===== src/rtl/alu_result_tx.sv =====
// alu_result_tx: serialises an accepted parallel word as start, LSB-first data, optional even parity, stop.
// Define ALU_TX_PARITY_EN to include the parity bit.
module alu_result_tx #(
    parameter int DATA_W       = 8,
    parameter int CLKS_PER_BIT = 4
) (
    input  logic              clk,
    input  logic              reset,
    input  logic [DATA_W-1:0] din,
    input  logic              din_valid,
    output logic              din_ready,
    output logic              tx,
    output logic              busy,
    output logic              done
);
    localparam int CNT_W = $clog2(CLKS_PER_BIT) + 1;
    localparam int IDX_W = $clog2(DATA_W + 1);
    localparam logic [CNT_W-1:0] RELOAD = CNT_W'(CLKS_PER_BIT - 1);
    localparam logic [IDX_W-1:0] LAST   = IDX_W'(DATA_W - 1);

    typedef enum logic [2:0] {
        IDLE,
        START,
        DATA,
`ifdef ALU_TX_PARITY_EN
        PARITY,
`endif
        STOP
    } state_t;

    state_t            state_q, state_d;
    logic [CNT_W-1:0]  cnt_q, cnt_d;
    logic [IDX_W-1:0]  idx_q, idx_d;
    logic [DATA_W-1:0] shift_q, shift_d;
    logic              tx_q, tx_d;
    logic              done_q, done_d;
    logic              busy_q, busy_d;
`ifdef ALU_TX_PARITY_EN
    logic              par_q, par_d;
`endif

    always_comb begin
        state_d = state_q;
        cnt_d   = (cnt_q == '0) ? cnt_q : cnt_q - 1'b1;
        idx_d   = idx_q;
        shift_d = shift_q;
        tx_d    = tx_q;
`ifdef ALU_TX_PARITY_EN
        par_d   = par_q;
`endif
        case (state_q)
            IDLE: if (din_valid) begin
                state_d = START;
                shift_d = din;
                cnt_d   = RELOAD;
                tx_d    = 1'b0;
`ifdef ALU_TX_PARITY_EN
                par_d   = ^din;
`endif
            end
            START: if (cnt_q == '0) begin
                state_d = DATA;
                idx_d   = '0;
                cnt_d   = RELOAD;
                tx_d    = shift_q[0];
            end
            DATA: if (cnt_q == '0) begin
                cnt_d = RELOAD;
                if (idx_q == LAST) begin
`ifdef ALU_TX_PARITY_EN
                    state_d = PARITY;
                    tx_d    = par_q;
`else
                    state_d = STOP;
                    tx_d    = 1'b1;
`endif
                end else begin
                    shift_d = shift_q >> 1;
                    idx_d   = idx_q + 1'b1;
                    tx_d    = shift_d[0];
                end
            end
`ifdef ALU_TX_PARITY_EN
            PARITY: if (cnt_q == '0) begin
                state_d = STOP;
                cnt_d   = RELOAD;
                tx_d    = 1'b1;
            end
`endif
            STOP: if (cnt_q == '0) begin
                state_d = IDLE;
                tx_d    = 1'b1;
            end
            default: state_d = IDLE;
        endcase
        // done marks the final cycle of the stop bit, so it is decoded from the next state
        done_d = (state_d == STOP) && (cnt_d == '0);
        busy_d = (state_d != IDLE);
    end

    always_ff @(posedge clk or negedge reset) begin
        if (!reset) begin
            state_q <= IDLE;
            cnt_q   <= '0;
            idx_q   <= '0;
            shift_q <= '0;
            tx_q    <= 1'b1;
            done_q  <= 1'b0;
            busy_q  <= 1'b0;
`ifdef ALU_TX_PARITY_EN
            par_q   <= 1'b0;
`endif
        end else begin
            state_q <= state_d;
            cnt_q   <= cnt_d;
            idx_q   <= idx_d;
            shift_q <= shift_d;
            tx_q    <= tx_d;
            done_q  <= done_d;
            busy_q  <= busy_d;
`ifdef ALU_TX_PARITY_EN
            par_q   <= par_d;
`endif
        end
    end

    assign din_ready = (state_q == IDLE);
    assign tx        = tx_q;
    assign done      = done_q;
    assign busy      = busy_q;
endmodule


===== config.mk =====
export PLATFORM = sky130hd
export DESIGN_NAME = alu_result_tx
export DESIGN_NICKNAME = d
export VERILOG_FILES = /design/src/rtl/alu_result_tx.sv
export SDC_FILE = /design/constraint.sdc
export NUM_CORES = 1
export LEC_CHECK = 0
export BUFFER_PORTS_ARGS = -buffer_cell sky130_fd_sc_hd__buf_2
export CAP_MARGIN = 20
export CORE_ASPECT_RATIO = 0.9
export CORE_MARGIN = 4
export CORE_UTILIZATION = 40
export CTS_CLUSTER_SIZE = 14
export DETAILED_ROUTE_END_ITERATION = 6
export GPL_ROUTABILITY_DRIVEN = 0
export SLEW_MARGIN = 5
export SYNTH_ARGS = -nofsm -noshare
export SYNTH_HDL_FRONTEND = slang
export SYNTH_SLANG_ARGS = --single-unit

===== constraint.sdc =====
create_clock -name clk -period 3.2 [get_ports clk]
set_input_delay 0.64 -clock clk [delete_from_list [all_inputs] [get_ports clk]]
set_output_delay 0.64 -clock clk [all_outputs]
set_load 0.01 [all_outputs]

# Word-level counts from Yosys, hierarchy flattened
# Cells that the tools add are included.
dict set report totals {
  output_inout_bits 4
  reg_bits 21
  in_bits 11
  word_cells 55
}
dict set report classes {
  muxes 24
  reduce_logical 12
  n_eq_ne 10
  addsub 2
}
# cell count
set op_table {}
lappend op_table {{3-bit two-way mux} 8}
lappend op_table {{8-bit two-way mux} 3}
lappend op_table {{8-bit case mux with 2 select lines} 1}
lappend op_table {{4-bit two-way mux} 3}
lappend op_table {{3-bit case mux with 4 select lines} 1}
lappend op_table {{2-bit != test (second input constant)} 5}
lappend op_table {{3-bit by 2-bit == test with 1-bit output (second input constant)} 3}
lappend op_table {{3-bit logical NOT} 3}
lappend op_table {{4-bit case mux with 2 select lines} 1}
lappend op_table {{4-bit AND reduction} 2}
lappend op_table {{3-bit case mux with 2 select lines} 1}
lappend op_table {{1-bit two-way mux} 5}
lappend op_table {{5-bit AND reduction} 1}
lappend op_table {{4-bit by 1-bit adder with 4-bit output (second input constant)} 1}
lappend op_table {{4-bit by 3-bit == test with 1-bit output (second input constant)} 1}
lappend op_table {{1-bit case mux with 4 select lines} 1}
lappend op_table {{2-bit nonzero test} 2}
lappend op_table {{4-bit nonzero test} 1}
lappend op_table {{3-bit by 1-bit == test with 1-bit output (second input constant)} 1}
lappend op_table {{3-bit nonzero test} 1}
lappend op_table {{3-bit by 1-bit subtractor with 3-bit output (second input constant)} 1}
lappend op_table {{2-bit OR reduction} 1}
lappend op_table {{1-bit logical AND} 1}

# Longest topological paths before layout
dict set report logic_depth {
  word_depth 6
  mapped_depth 7
  mapped_depth_nobuf 6
}

# Worst setup path before layout
# OpenSTA, ideal clock, no wires.
dict set report synth_path {
  path_type {register to register}
  from {reg cnt_q[0]}
  to {reg idx_q[3]}
  synth_period_minus_slack_ns 1.797
  n_path_buf 0
  arrival_ns 1.693
  setup_time_ns 0.104
  slack_ns 1.403
  required_ns 3.096
  stages_incl_launch_ff 6
  cell_sequence {dfrtp_1 > inv_1 > ha_1 > or3b_4 > or4_1 > o311ai_1}
}
dict set report synth_between {
  elab_chain_cells 3
  word_cells_on_any_way 4
  cone_classes {eq/ne (2); reduce/logical (2)}
}
# element line
set synth_rtl {}
lappend synth_rtl {{start, declared} 32} ;# logic [CNT_W-1:0] cnt_q, cnt_d;
lappend synth_rtl {{start signal, assigned} 115} ;# cnt_q <= cnt_d;
lappend synth_rtl {{3-bit logical NOT (*)} {61, 67}}
lappend synth_rtl {{2-bit != test (no line)} n/a}
lappend synth_rtl {{4-bit AND reduction (no line) (*)} n/a}
lappend synth_rtl {{end signal, assigned} 116} ;# idx_q <= idx_d;
lappend synth_rtl {{end, declared} 33} ;# logic [IDX_W-1:0] idx_q, idx_d;
# Mark *: on every way between the ends. The rest lies on a longest branch, timed or not.
# A chain may end at the register's enable or synchronous reset.

# Worst setup path in the final report
# Ends and elaborated chain as after synthesis.

==> impl_metrics.yaml <==
run_status:
  status: "finished, final reports clean"
timing:
  fin_hold_ws_ps: 278
  worst_slack_ps: 1250
  fin_setup_tns_ps: 0
  setup-violations-final: 0
  finalHoldViolCount: 0
  max-slew-margin-rel_pct: 51.7
  skew_ps: 3.52
  post-route-period-util_pct: 61.1
  slew_viol_final: 0
  min_period_ps: 1950
  worst_pin_slew_ps: 723
  rsz0062_at_grt: "no"
  fmax_mhz: 512
synth:
  ys_seq_elements: 21
  yosysMostFrequentCell: "dfrtp_1"
  syn_avg_cell_area_um2: 9.67
  ys_warn_count: 0
  ys_top_cells_by_count: "dfrtp_1 (20), nand2_1 (13), o21ai_1 (9), mux2i_1 (8), o21ai_0 (6)"
  synth_edf_count: 0
  ys_seq_area_share_pct: 45.4
  syn-instance-count: 120
  syn_nets: 134
  yosysTopAreaCell: "dfrtp_1"
  postSynth.asyncResetShare_pct: 100
  ys_types: 43
  yosys.area.top_type_share_pct: 43.1
  synth_area_leaders: "dfrtp_1 (43%), mux2i_1 (6.9%), nand2_1 (4.2%), o21ai_1 (3.9%), ha_1 (3.2%)"
  ys.flop_type: "dfrtp_1"
  synthesis.area_um2: 1160
grt:
  grt_pass1_wl_mm: 3.95
  first_global_vias: 865
  grt_max_degree: 22
  grt.total_usage_pct: 13.4
  grt_overflow: 0
  antenna_found_initial: 0
cells_and_area:
  area_growth_pct: 11.4
  drive_gt1_share_pct: 19.4
  diodes: 0
  nNetsFinal: 149
  fin_util_pct: 46.7
  fill_cells: 282
power:
  p_leak_nw: 0.564
  power_density_nw_per_um2: 579
  irDropWorstVdd_mv: 0.237
floorplanning:
  start_util_pct: 41.9
  die_w_um: 64.8
  core_area_um2: 2770
  io_pins: 15
  rows: 18
  die_y_um: 59.1
  dieArea_um2: 3830
routing:
  wirelength_mm: 2.25
  drtIter0Drc: 61
  drt-pass1-iter-count: 5
  remaining_drc_errors: 0
  postRouteAntennaNets: 0
  avgViaCountPerCell: 5.26
  wl_per_cell_um: 12.9
  vias: 915
critical_path:
  start_kind: "flop"
  worst_ep_required_time_ps: 3400
  rr_worst_depth: 5
  arrival_ps: 2150
  crit_path_end_kind: "flop"
  critPathMaxFanout: 6
  criticalPathCategory: "reg -> reg"
clock_network:
  clk_pin_slew_worst_paths_ps: 110
  cts.sinks: 21
  cts_tree: "built"
  cts_repair_resize_count: 0
  clkLatencyLatePin_ps: 290
  htreeDepth: 1
  postCtsHoldBufs: 0
  cts_buffers: 3
  clock-root-buffer: "clkbuf_4"
  cts_buffer_depth: 2
  cts_setup_buffers: 0
placement:
  port_buffers: 14
  dp.final_hpwl_mm: 1.68
  pre_cts_ws_ps: 1220
min_path:
  holdCritPathClass: "in -> async"
flow_run:
  cap_viol_max_count: 0
routing by layer:
layer	part of all wire [%]	vias up	GRT usage, %
li1	-	455	-
met1	49	438	17.2
met2	46	18	21.6
met3	3.9	4	3.42
met4	1.2	0	5.42
met5	0	-	0
where the power goes:
group          switching, mW  internal (mW)
clock network         0.0747         0.0485
registers             0.0613          0.331
logic                  0.123          0.110
state kept, by name, summed over array words and instances (netlist names):
register and flops:
done 1, shift_q 8, cnt_q 3, idx_q 4, tx 1, state_q 3
busy 1
critical path: stages (launching register included):
cell      delay [ps]
dfrtp_1          410
inv_1             90
ha_1             230
or3b_4           420
or4_1            470
o311ai_1         240
stage by stage:
step / instances / power [mW] / cell area, um2
4_1_cts: 174 / 0.759 / 1290
3_3_place_gp: 170 / 0.621 / 1270
2_1_floorplan: 120 / 0.566 / 1160
3_5_place_dp: 170 / 0.633 / 1270
5_1_grt: 174 / 0.811 / 1290
6_report: 174 / 0.748 / 1290
final timing paths:
kind / to / slack, ps / start
worst max-delay path: idx_q[3] / 1250 / cnt_q[0]
worst min-delay path: idx_q[2] / 280 / reset
worst max register to register: idx_q[3] / 1250 / cnt_q[0]
worst min register to register: shift_q[2] / 500 / shift_q[2]
max in group asynchronous: tx / 2570 / reset
min in group clk: shift_q[2] / 500 / shift_q[2]
layout by cell type (no fill, tap or decap), types with 2 or more instances in the layout:
master     n
or3_1      2
and3b_1    2
mux2i_1    8
o21ai_1    9
nand3_1    3
dfrtp_1   20
clkbuf_4   3
nor2b_1    3
buf_4      2
nand2_1   13
buf_2     14
nor2_1     5
a21oi_1    4
nor4_1     2
inv_1      5
o21ai_0    6
nor3_1     2
ha_1       3
nand2b_1   2
o22a_1     2
logic make-up (layout without fill, tap and decap cells):
group                      Yosys count  in the layout  share of synthesized area [%]
AOI/OAI and AO/OA                   31             31                           17.2
xor gates and xnor gates             1              1                          0.755
and+or+nand+nor                     42             42                           20.8
buffers and inverters               12             26                           4.42
DFF                                 21             21                           45.4
muxes                                9              9                           7.88
other                                1              1                          0.323
adders and majority gates            3              3                           3.24
layout make-up:
class / instances / area [um2] / area share, %
timing repair buffer: 16 / 85.1 / 6.58
multi-input combinational: 87 / 582 / 45.0
sequential: 21 / 527 / 40.8
inverter: 6 / 22.5 / 1.74
clock buffer: 4 / 26.3 / 2.03
tap: 40 / 50.0 / 3.87
No activity file was read; power rests on OpenSTA's default activity.
